## src/rtl/hazard_fwd_ctrl.sv

```systemverilog
// EX-stage operand forwarding selects plus load-use stall / taken-branch flush sequencing.
// Optional HAZARD_PERF_CNT_EN builds 32-bit stall/flush cycle counters.

// Per-source forward select: EX/MEM hit wins over MEM/WB, x0 never forwarded.
module hazard_fwd_lane #(
    parameter int REG_AW = 5
) (
    input  logic              uses,
    input  logic [REG_AW-1:0] src,
    input  logic              ex_rw,
    input  logic [REG_AW-1:0] ex_rd,
    input  logic              mem_rw,
    input  logic [REG_AW-1:0] mem_rd,
    output logic [1:0]        sel,
    output logic              hit_ex
);
    logic live, hit_mem;

    assign live    = uses & (src != '0);
    assign hit_ex  = live & ex_rw & (ex_rd == src);
    assign hit_mem = live & mem_rw & (mem_rd == src);
    assign sel     = hit_ex ? 2'b10 : (hit_mem ? 2'b01 : 2'b00);
endmodule

module hazard_fwd_ctrl #(
    parameter int FLUSH_CYCLES = 1,
    parameter int REG_AW       = 5
) (
    input  logic              clk,
    input  logic              reset_n,
    input  logic              id_valid,
    input  logic [REG_AW-1:0] id_rs1,
    input  logic [REG_AW-1:0] id_rs2,
    input  logic              id_uses_rs1,
    input  logic              id_uses_rs2,
    input  logic [REG_AW-1:0] id_rd,
    input  logic              id_reg_write,
    input  logic              id_mem_read,
    input  logic              ex_branch_taken,
    output logic [1:0]        fwd_a_sel,
    output logic [1:0]        fwd_b_sel,
    output logic              stall,
    output logic              bubble_id_ex,
    output logic              flush_if_id,
    output logic              flush_id_ex,
    output logic [31:0]       stall_count,
    output logic [31:0]       flush_count
);
    localparam int NUM_SRC = 2;
    localparam logic [1:0] CNT_INIT = 2'(FLUSH_CYCLES - 1);

    typedef enum logic [1:0] {RUN, LU_STALL, FLUSH} state_t;

    typedef struct packed {
        logic              rw;
        logic              mr;
        logic [REG_AW-1:0] rd;
    } slot_t;

    state_t state, state_nx;
    logic [1:0] cnt, cnt_nx;
    slot_t ex_q, mem_q, id_slot;

    logic [NUM_SRC-1:0][REG_AW-1:0] srcs;
    logic [NUM_SRC-1:0]             uses;
    logic [NUM_SRC-1:0][1:0]        sel;
    logic [NUM_SRC-1:0]             hit_ex;
    logic [NUM_SRC-1:0][1:0]        sel_q;

    logic load_use, stall_c, bubble_c, flush_c, enter;

    assign srcs    = {id_rs2, id_rs1};
    assign uses    = {id_uses_rs2, id_uses_rs1};
    assign id_slot = '{rw: id_reg_write, mr: id_mem_read, rd: id_rd};

    for (genvar i = 0; i < NUM_SRC; i++) begin : g_src
        hazard_fwd_lane #(.REG_AW(REG_AW)) u_lane (
            .uses   (uses[i]),
            .src    (srcs[i]),
            .ex_rw  (ex_q.rw),
            .ex_rd  (ex_q.rd),
            .mem_rw (mem_q.rw),
            .mem_rd (mem_q.rd),
            .sel    (sel[i]),
            .hit_ex (hit_ex[i])
        );
    end

    // A source hit on EX already implies ex_rd != 0 and ex_rw.
    assign load_use = id_valid & ex_q.mr & (|hit_ex);

    always_comb begin
        state_nx = state;
        cnt_nx   = cnt;
        stall_c  = 1'b0;
        bubble_c = 1'b0;
        flush_c  = 1'b0;
        case (state)
            RUN: begin
                if (ex_branch_taken) begin
                    flush_c  = 1'b1;
                    cnt_nx   = CNT_INIT;
                    state_nx = FLUSH;
                end else if (load_use) begin
                    stall_c  = 1'b1;
                    bubble_c = 1'b1;
                    state_nx = LU_STALL;
                end
            end
            LU_STALL: begin
                // Load has moved to MEM; the held instruction now takes the MEM/WB path.
                if (ex_branch_taken) begin
                    flush_c  = 1'b1;
                    cnt_nx   = CNT_INIT;
                    state_nx = FLUSH;
                end else if (load_use) begin
                    state_nx = LU_STALL;
                end else begin
                    state_nx = RUN;
                end
            end
            FLUSH: begin
                if (cnt != 2'd0) begin
                    flush_c = 1'b1;
                    cnt_nx  = cnt - 2'd1;
                end else begin
                    state_nx = RUN;
                end
            end
            default: state_nx = RUN;
        endcase
    end

    // Outputs are forced low while reset is held so they clear asynchronously.
    assign stall        = reset_n & stall_c;
    assign bubble_id_ex = reset_n & bubble_c;
    assign flush_if_id  = reset_n & flush_c;
    assign flush_id_ex  = reset_n & flush_c;
    assign enter        = id_valid & ~stall_c & ~flush_c;

    always_ff @(posedge clk or negedge reset_n) begin
        if (!reset_n) begin
            state <= RUN;
            cnt   <= 2'd0;
            ex_q  <= '0;
            mem_q <= '0;
            sel_q <= '0;
        end else begin
            state <= state_nx;
            cnt   <= cnt_nx;
            mem_q <= ex_q;
            ex_q  <= enter ? id_slot : '0;
            sel_q <= enter ? sel : '0;
        end
    end

    assign fwd_a_sel = sel_q[0];
    assign fwd_b_sel = sel_q[1];

`ifdef HAZARD_PERF_CNT_EN
    logic [31:0] stall_cnt_q, flush_cnt_q;

    always_ff @(posedge clk or negedge reset_n) begin
        if (!reset_n) begin
            stall_cnt_q <= '0;
            flush_cnt_q <= '0;
        end else begin
            if (stall_c) stall_cnt_q <= stall_cnt_q + 32'd1;
            if (flush_c) flush_cnt_q <= flush_cnt_q + 32'd1;
        end
    end

    assign stall_count = stall_cnt_q;
    assign flush_count = flush_cnt_q;
`else
    assign stall_count = '0;
    assign flush_count = '0;
`endif
endmodule

```

## config.mk

```make
export PLATFORM = sky130hd
export DESIGN_NAME = hazard_fwd_ctrl
export DESIGN_NICKNAME = d
export VERILOG_FILES = /design/src/rtl/hazard_fwd_ctrl.sv
export SDC_FILE = /design/constraint.sdc
export NUM_CORES = 1
export LEC_CHECK = 0
export BUFFER_PORTS_ARGS = -buffer_cell sky130_fd_sc_hd__buf_2
export CORE_MARGIN = 4
export CORE_UTILIZATION = 40
export CTS_BUF_LIST = sky130_fd_sc_hd__clkbuf_4
export DETAILED_ROUTE_END_ITERATION = 16
export PLACE_DENSITY = 0.78
export SETUP_SLACK_MARGIN = 0.02
export SLEW_MARGIN = 40
export SYNTH_ARGS = -nofsm -noshare
export SYNTH_HDL_FRONTEND = slang
export SYNTH_HIERARCHICAL = 1
export SYNTH_SLANG_ARGS = --single-unit
export TNS_END_PERCENT = 1
```

## constraint.sdc

```tcl
create_clock -name clk -period 1.4 [get_ports clk]
set_input_delay 0.07 -clock clk [delete_from_list [all_inputs] [get_ports clk]]
set_output_delay 0.07 -clock clk [all_outputs]
set_load 0.02 [all_outputs]
```

After elaboration in Yosys (flattened, before gate mapping)
Cells that the tools add are included.
{"block": "totals", "out_inout_bits": 72, "wordCells": 68, "in_bits": 23, "register_bits": 21}
{"block": "op_classes", "eq_ne": 10, "mux": 21, "bitwise": 18, "n_addsub": 1, "n_reduce_logical": 9}
{"op": "$eq A5 B5 Y1", "n": 4}
{"op": "$and A1 B1 Y1", "n": 16}
{"op": "$mux W2", "n": 8}
{"op": "$reduce_bool A5 Y1", "n": 2}
{"op": "$mux W1", "n": 8}
{"op": "$mux W7", "n": 1}
{"op": "$pmux W2 S3", "n": 1}
{"op": "$mux W4", "n": 1}
{"op": "$ne A2 B2 Y1 const B", "n": 2}
{"op": "$pmux W2 S2", "n": 1}
{"op": "$reduce_bool A2 Y1", "n": 2}
{"op": "$reduce_or A2 Y1", "n": 2}
{"op": "$ne A3 B3 Y1 const B", "n": 1}
{"op": "$reduce_and A3 Y1", "n": 1}
{"op": "$eq A2 B1 Y1 const B", "n": 1}
{"op": "$eq A2 B2 Y1 const B", "n": 1}
{"op": "$logic_not A2 Y1", "n": 1}
{"op": "$ne A2 B1 Y1 const B", "n": 1}
{"op": "$not A1 Y1", "n": 2}
{"op": "$pmux W1 S2", "n": 1}
{"op": "$reduce_and A2 Y1", "n": 1}
{"op": "$sub A2 B1 Y2 const B", "n": 1}

Logic depth before layout (Yosys ltp)
{"block": "depth", "ltp_word": 13, "ltp_mapped": 7, "ltp_nobuf": 6}

Hierarchy
Netlist, hierarchy kept.
{"mod": "hazard_fwd_ctrl", "cells_per_inst": 119, "area_per_inst_um2": 1237.4, "seq_area_each_um2": 525.5, "n_inst": 1}
{"mod": "hazard_fwd_lane", "cells_per_inst": 19, "area_per_inst_um2": 152.6, "seq_area_each_um2": 0.0, "n_inst": 2}

Worst setup path before layout
No wires, ideal clock.
{"block": "synth_timing", "path_type": "input to register", "from": "in id_rs2[1]", "to": "reg sel_q, in the netlist fwd_a_sel[0]", "setup_ns": 0.066, "required_time_ns": 1.334, "t_arrival_ns": 1.699, "path_slack_ns": -0.364, "stages": 7, "n_path_buf": 1, "cell_sequence": "or4_1 -> o21ai_2 -> nor3_2 -> o211a_1 -> a2111oi_2 -> buf_4 -> and2_1"}
{"block": "synth_via", "elab_chain_len": 13, "elab_cells_between_ends": 14, "cone_classes": "eq/ne (1); mux (4); bitwise (7); reduce/logical (2)"}
{"item": "start, declared", "line": "33", "rtl": "input logic [REG_AW-1:0] id_rs2,"}
{"item": "$reduce_bool A5 Y1", "line": "19", "rtl": "assign live = uses & (src != '0);"}
{"item": "$and A1 B1 Y1", "line": "19"}
{"item": "$and A1 B1 Y1", "line": "20", "rtl": "assign hit_ex = live & ex_rw & (ex_rd == src);"}
{"item": "$and A1 B1 Y1 (*)", "line": "20"}
{"item": "via hit_ex[1]", "line": "67", "rtl": "logic [NUM_SRC-1:0] hit_ex;"}
{"item": "$reduce_or A2 Y1 (*)", "line": "90", "rtl": "assign load_use = id_valid & ex_q.mr & (|hit_ex);"}
{"item": "$and A1 B1 Y1 (*)", "line": "90"}
{"item": "$mux W1 (*)", "line": "104", "rtl": "end else if (load_use) begin"}
{"item": "$mux W1 (*)", "line": "100", "rtl": "if (ex_branch_taken) begin"}
{"item": "$mux W1 (*)", "line": "98", "rtl": "case (state)"}
{"item": "$not A1 Y1 (*)", "line": "139", "rtl": "assign enter = id_valid & ~stall_c & ~flush_c;"}
{"item": "$and A1 B1 Y1 (*) (2 in series)", "line": "139"}
{"item": "$mux W4 (*)", "line": "153", "rtl": "sel_q <= enter ? sel : '0;"}
{"item": "end signal, assigned", "line": "153"}
{"item": "end, declared", "line": "68", "rtl": "logic [NUM_SRC-1:0][1:0] sel_q;"}
Mark *: on every way through the listed nets, which the timed path passes. The rest lies on a longest branch.
A chain may end at the register's enable or synchronous reset.

Final worst setup path
{"block": "layout_timing", "from": "reg ex_q[0] (netlist bit)", "to": "out stall"}
{"block": "layout_via", "elab_chain_len": 8, "elab_cells_between_ends": 10, "cone_classes": "eq/ne (2); mux (3); bitwise (4); reduce/logical (1)"}
{"item": "start, declared", "line": "62", "rtl": "slot_t ex_q, mem_q, id_slot;"}
{"item": "start signal, assigned", "line": "152", "rtl": "ex_q <= enter ? id_slot : '0;"}
{"item": "$eq A5 B5 Y1", "line": "20"}
{"item": "$and A1 B1 Y1", "line": "20"}
{"item": "via hit_ex[0]", "line": "67"}
{"item": "$reduce_or A2 Y1", "line": "90"}
{"item": "$and A1 B1 Y1", "line": "90"}
{"item": "$mux W1", "line": "104"}
{"item": "$mux W1", "line": "100"}
{"item": "$mux W1", "line": "98"}
{"item": "$and A1 B1 Y1", "line": "135", "rtl": "assign stall = reset_n & stall_c;"}
{"item": "end, declared", "line": "42", "rtl": "output logic stall,"}
The timed path passes the listed nets, and every way through them passes these cells.

==> impl_metrics.csv <==
group,metric,value,unit
routing,wl_per_cell,9.98,microns
floorplanning,dieArea,4910,sq um
power,finalPower,1.31,mW
routing,drc_errors,0,
synthesis,ys_seq_elements,21,
sta,setup_ws,-516,ps
routing,drt-total-wl,2.61,mm
sta,rsz0062_at_grt,"true",
sta,fin_crit_sh,1.37,
sta,finClkSkew,11.0,ps
finish,nNetsFinal,238,
clocking,clk_latency,320,ps
synthesis,synthCells,157,
place,portBuffers,30,
job,maxCapViolations,0,
floorplanning,die_h,70.1,microns
setup_path,worstPathMaxFanout,3,
floorplanning,initial_core_util,0.418,
clocking,cts_tree,"done",
setup_path,start_kind,"flip-flop",
setup_path,criticalPathCategory,"flip-flop to primary output",
place,place_hpwl,2.17,mm
routing,dr.pass1.iters,3,
synthesis,synthArstFlopShare,1.00,
synthesis,avgSynthCellArea,9.83,sq um
power,p_per_area,729,nW/um^2
setup_path,cp.arrival,1850,ps
setup_path,crit_required,1330,ps
finish,layout_common_cells,"64 x conb_1, 28 x buf_2, 19 x dfrtp_1, 19 x buf_4, 13 x and2_1",
clocking,clock_sinks,21,
setup_path,slowest_delay,460,ps
routing,vias_per_cell,3.77,
routing,num_vias,984,
global_route,grt_pass1_wl,3.74,mm
sta,clock.fmax,0.522,GHz
floorplanning,core-area,3690,sq um
synthesis,yosysSeqAreaShare,0.341,
finish,syn_to_final_growth,16.1,%
routing,drtIter0Drc,6,
synthesis,synth_area,1540,sq um
place,preCtsSetupSlack,-557,ps
sta,final_max_slew_viol_count,0,
clocking,cts_max_level,1,
place,place.gp.congestion,0.822,
floorplanning,fp-row-count,22,
finish,nFillCells,362,
global_route,grt_max_degree,22,
setup_path,cp_common_cell,"buf_6",
sta,setup_viol,16,
clocking,cts_buffer_depth,2,
clocking,cts_root_buf,"clkbuf_4",
setup_path,path_cells,"xnor2_2 > nand4_1 > nor3_2 > o211a_1 > buf_6 > and3_4 > buf_6",
setup_path,crit_path_end_kind,"primary output",
synthesis,synthFlopType,"dfrtp_1",
sta,hold_violations,0,
floorplanning,die_w,70.1,microns
global_route,grt_pass1_vias,879,
outcome,status,"finished, violations left",
finish,final_common_cell,"conb_1",
finish,insertedDiodeCount,0,
routing,ant_nets,0,
global_route,antenna_found_initial,0,
global_route,gr-total-overflow,0,
power,leakage,0.968,nW
synthesis,synth_cell_types,25,
sta,period_minus_slack,1920,ps
setup_path,slowest_stage,"dfrtp_1",
outcome,violations,"setup timing",
finish,drive_above_1_share,0.338,
hold_path,hold_path.class,"input pin to flip-flop",
floorplanning,ios,95,
synthesis,synth_edf_count,0,
clocking,clkTransAtPathRegs,120,ps
power,ir_drop,0.395,mV
clocking,cts_inserted_buffers,3,
synthesis,yosys_warnings,6,
global_route,grtUsageTotal,0.0960,
==> timing repair <==
| action | 4_1_cts | 5_1_grt |
|---|---|---|
| endpoints found under the hold margin | 28 | 0 |
| pin swaps | 7 | 6 |
| gates resized for setup | 8 | 7 |
| setup endpoints to repair | 16 | 16 |
| hold buffers | 8 | 0 |
| setup buffers | 1 | 2 |
==> where the power goes <==
part           internal (mW)  leakage, nW  switching, mW
Clock                  0.107       0.0177          0.184
Sequential             0.628        0.280         0.0223
Combinational          0.122        0.671          0.242
Total                  0.857        0.968          0.448
==> critical path, delay by kind of cell (launching register included) <==
family | cells | cell delay, ps
flip-flops | 1 | 460
AND/OR/NAND/NOR | 3 | 510
AO/OA/AOI/OAI | 1 | 200
XOR/XNOR | 1 | 150
buffers and inverters | 2 | 210
==> sequential cells by signal, summed over array words and instances, names as in the netlist <==
register   cells
ex_q           7
cnt            2
fwd_a_sel      2
fwd_b_sel      2
state          2
mem_q          6
==> synth_stat cells (2+ instances only) <==
library cell | instances | area share
buf_4 | 69 | 0.34
dfrtp_1 | 21 | 0.34
and2_1 | 13 | 0.053
xnor2_1 | 13 | 0.074
xor2_1 | 8 | 0.045
nor3_2 | 4 | 0.026
inv_1 | 3 | 0.0073
a22o_1 | 2 | 0.011
nand2_1 | 2 | 0.0049
nand3_1 | 2 | 0.0065
nand4_1 | 2 | 0.0081
nor2_1 | 2 | 0.0049
nor4_1 | 2 | 0.0081
o21ai_2 | 2 | 0.011
or4_1 | 2 | 0.0097
==> cells by family after synthesis <==
group,synth area share
buf+inv,0.343
simple gates,0.141
fa+ha+maj,0.00811
xor+xnor,0.119
mux,0.00649
flops,0.341
other cells,0.00243
compound gates,0.0389
==> per-stage QoR <==
stage	hold slack [ps]	utilization	instance area (sq um)	setup TNS (ps)	cells
CTS	119	0.472	1740	-6340	259
global placement	65.6	0.434	1600	-6230	246
detailed placement	69.7	0.434	1600	-7120	246
floorplan	-226	-	1780	-4220	220
global route	123	0.485	1790	-8700	261
finish	123	0.485	1790	-6940	261
==> worst paths after layout <==
path / from / depth (start not counted) / endpoint / slack [ps]
min in group asynchronous: reset_n / 3 / ex_q[6]$_DFF_PN0_ / 290
setup / recovery: ex_q[0]$_DFF_PN0_ / 7 / stall / -520
hold / removal: ex_branch_taken / 3 / state[0]$_DFFE_PN0P_ / 120
max in group asynchronous: reset_n / 3 / ex_q[4]$_DFF_PN0_ / 890
hold reg to reg: ex_q[6]$_DFF_PN0_ / 0 / mem_q[6]$_DFF_PN0_ / 430
setup reg to reg: ex_q[3]$_DFF_PN0_ / 8 / fwd_b_sel[1]$_DFF_PN0_ / -480
==> per-layer routing <==
layer,up-vias,GRT usage,part of all wire
li1,484,-,-
met1,445,0.101,0.36
met2,50,0.174,0.53
met3,5,0.0288,0.088
met4,0,0.0447,0.022
met5,-,0,0
==> cell type report <==
cell class / instances / area [sq um] / area share
inverter: 3 / 11.3 / 0.00629
clock buffer: 3 / 22.5 / 0.0126
sequential: 21 / 528 / 0.295
timing repair buffer: 58 / 397 / 0.222
multi-input combinational: 127 / 767 / 0.428
tap: 48 / 60.1 / 0.0335
clock inverter: 1 / 5.00 / 0.00280
No activity file was read; power rests on OpenSTA's default activity.
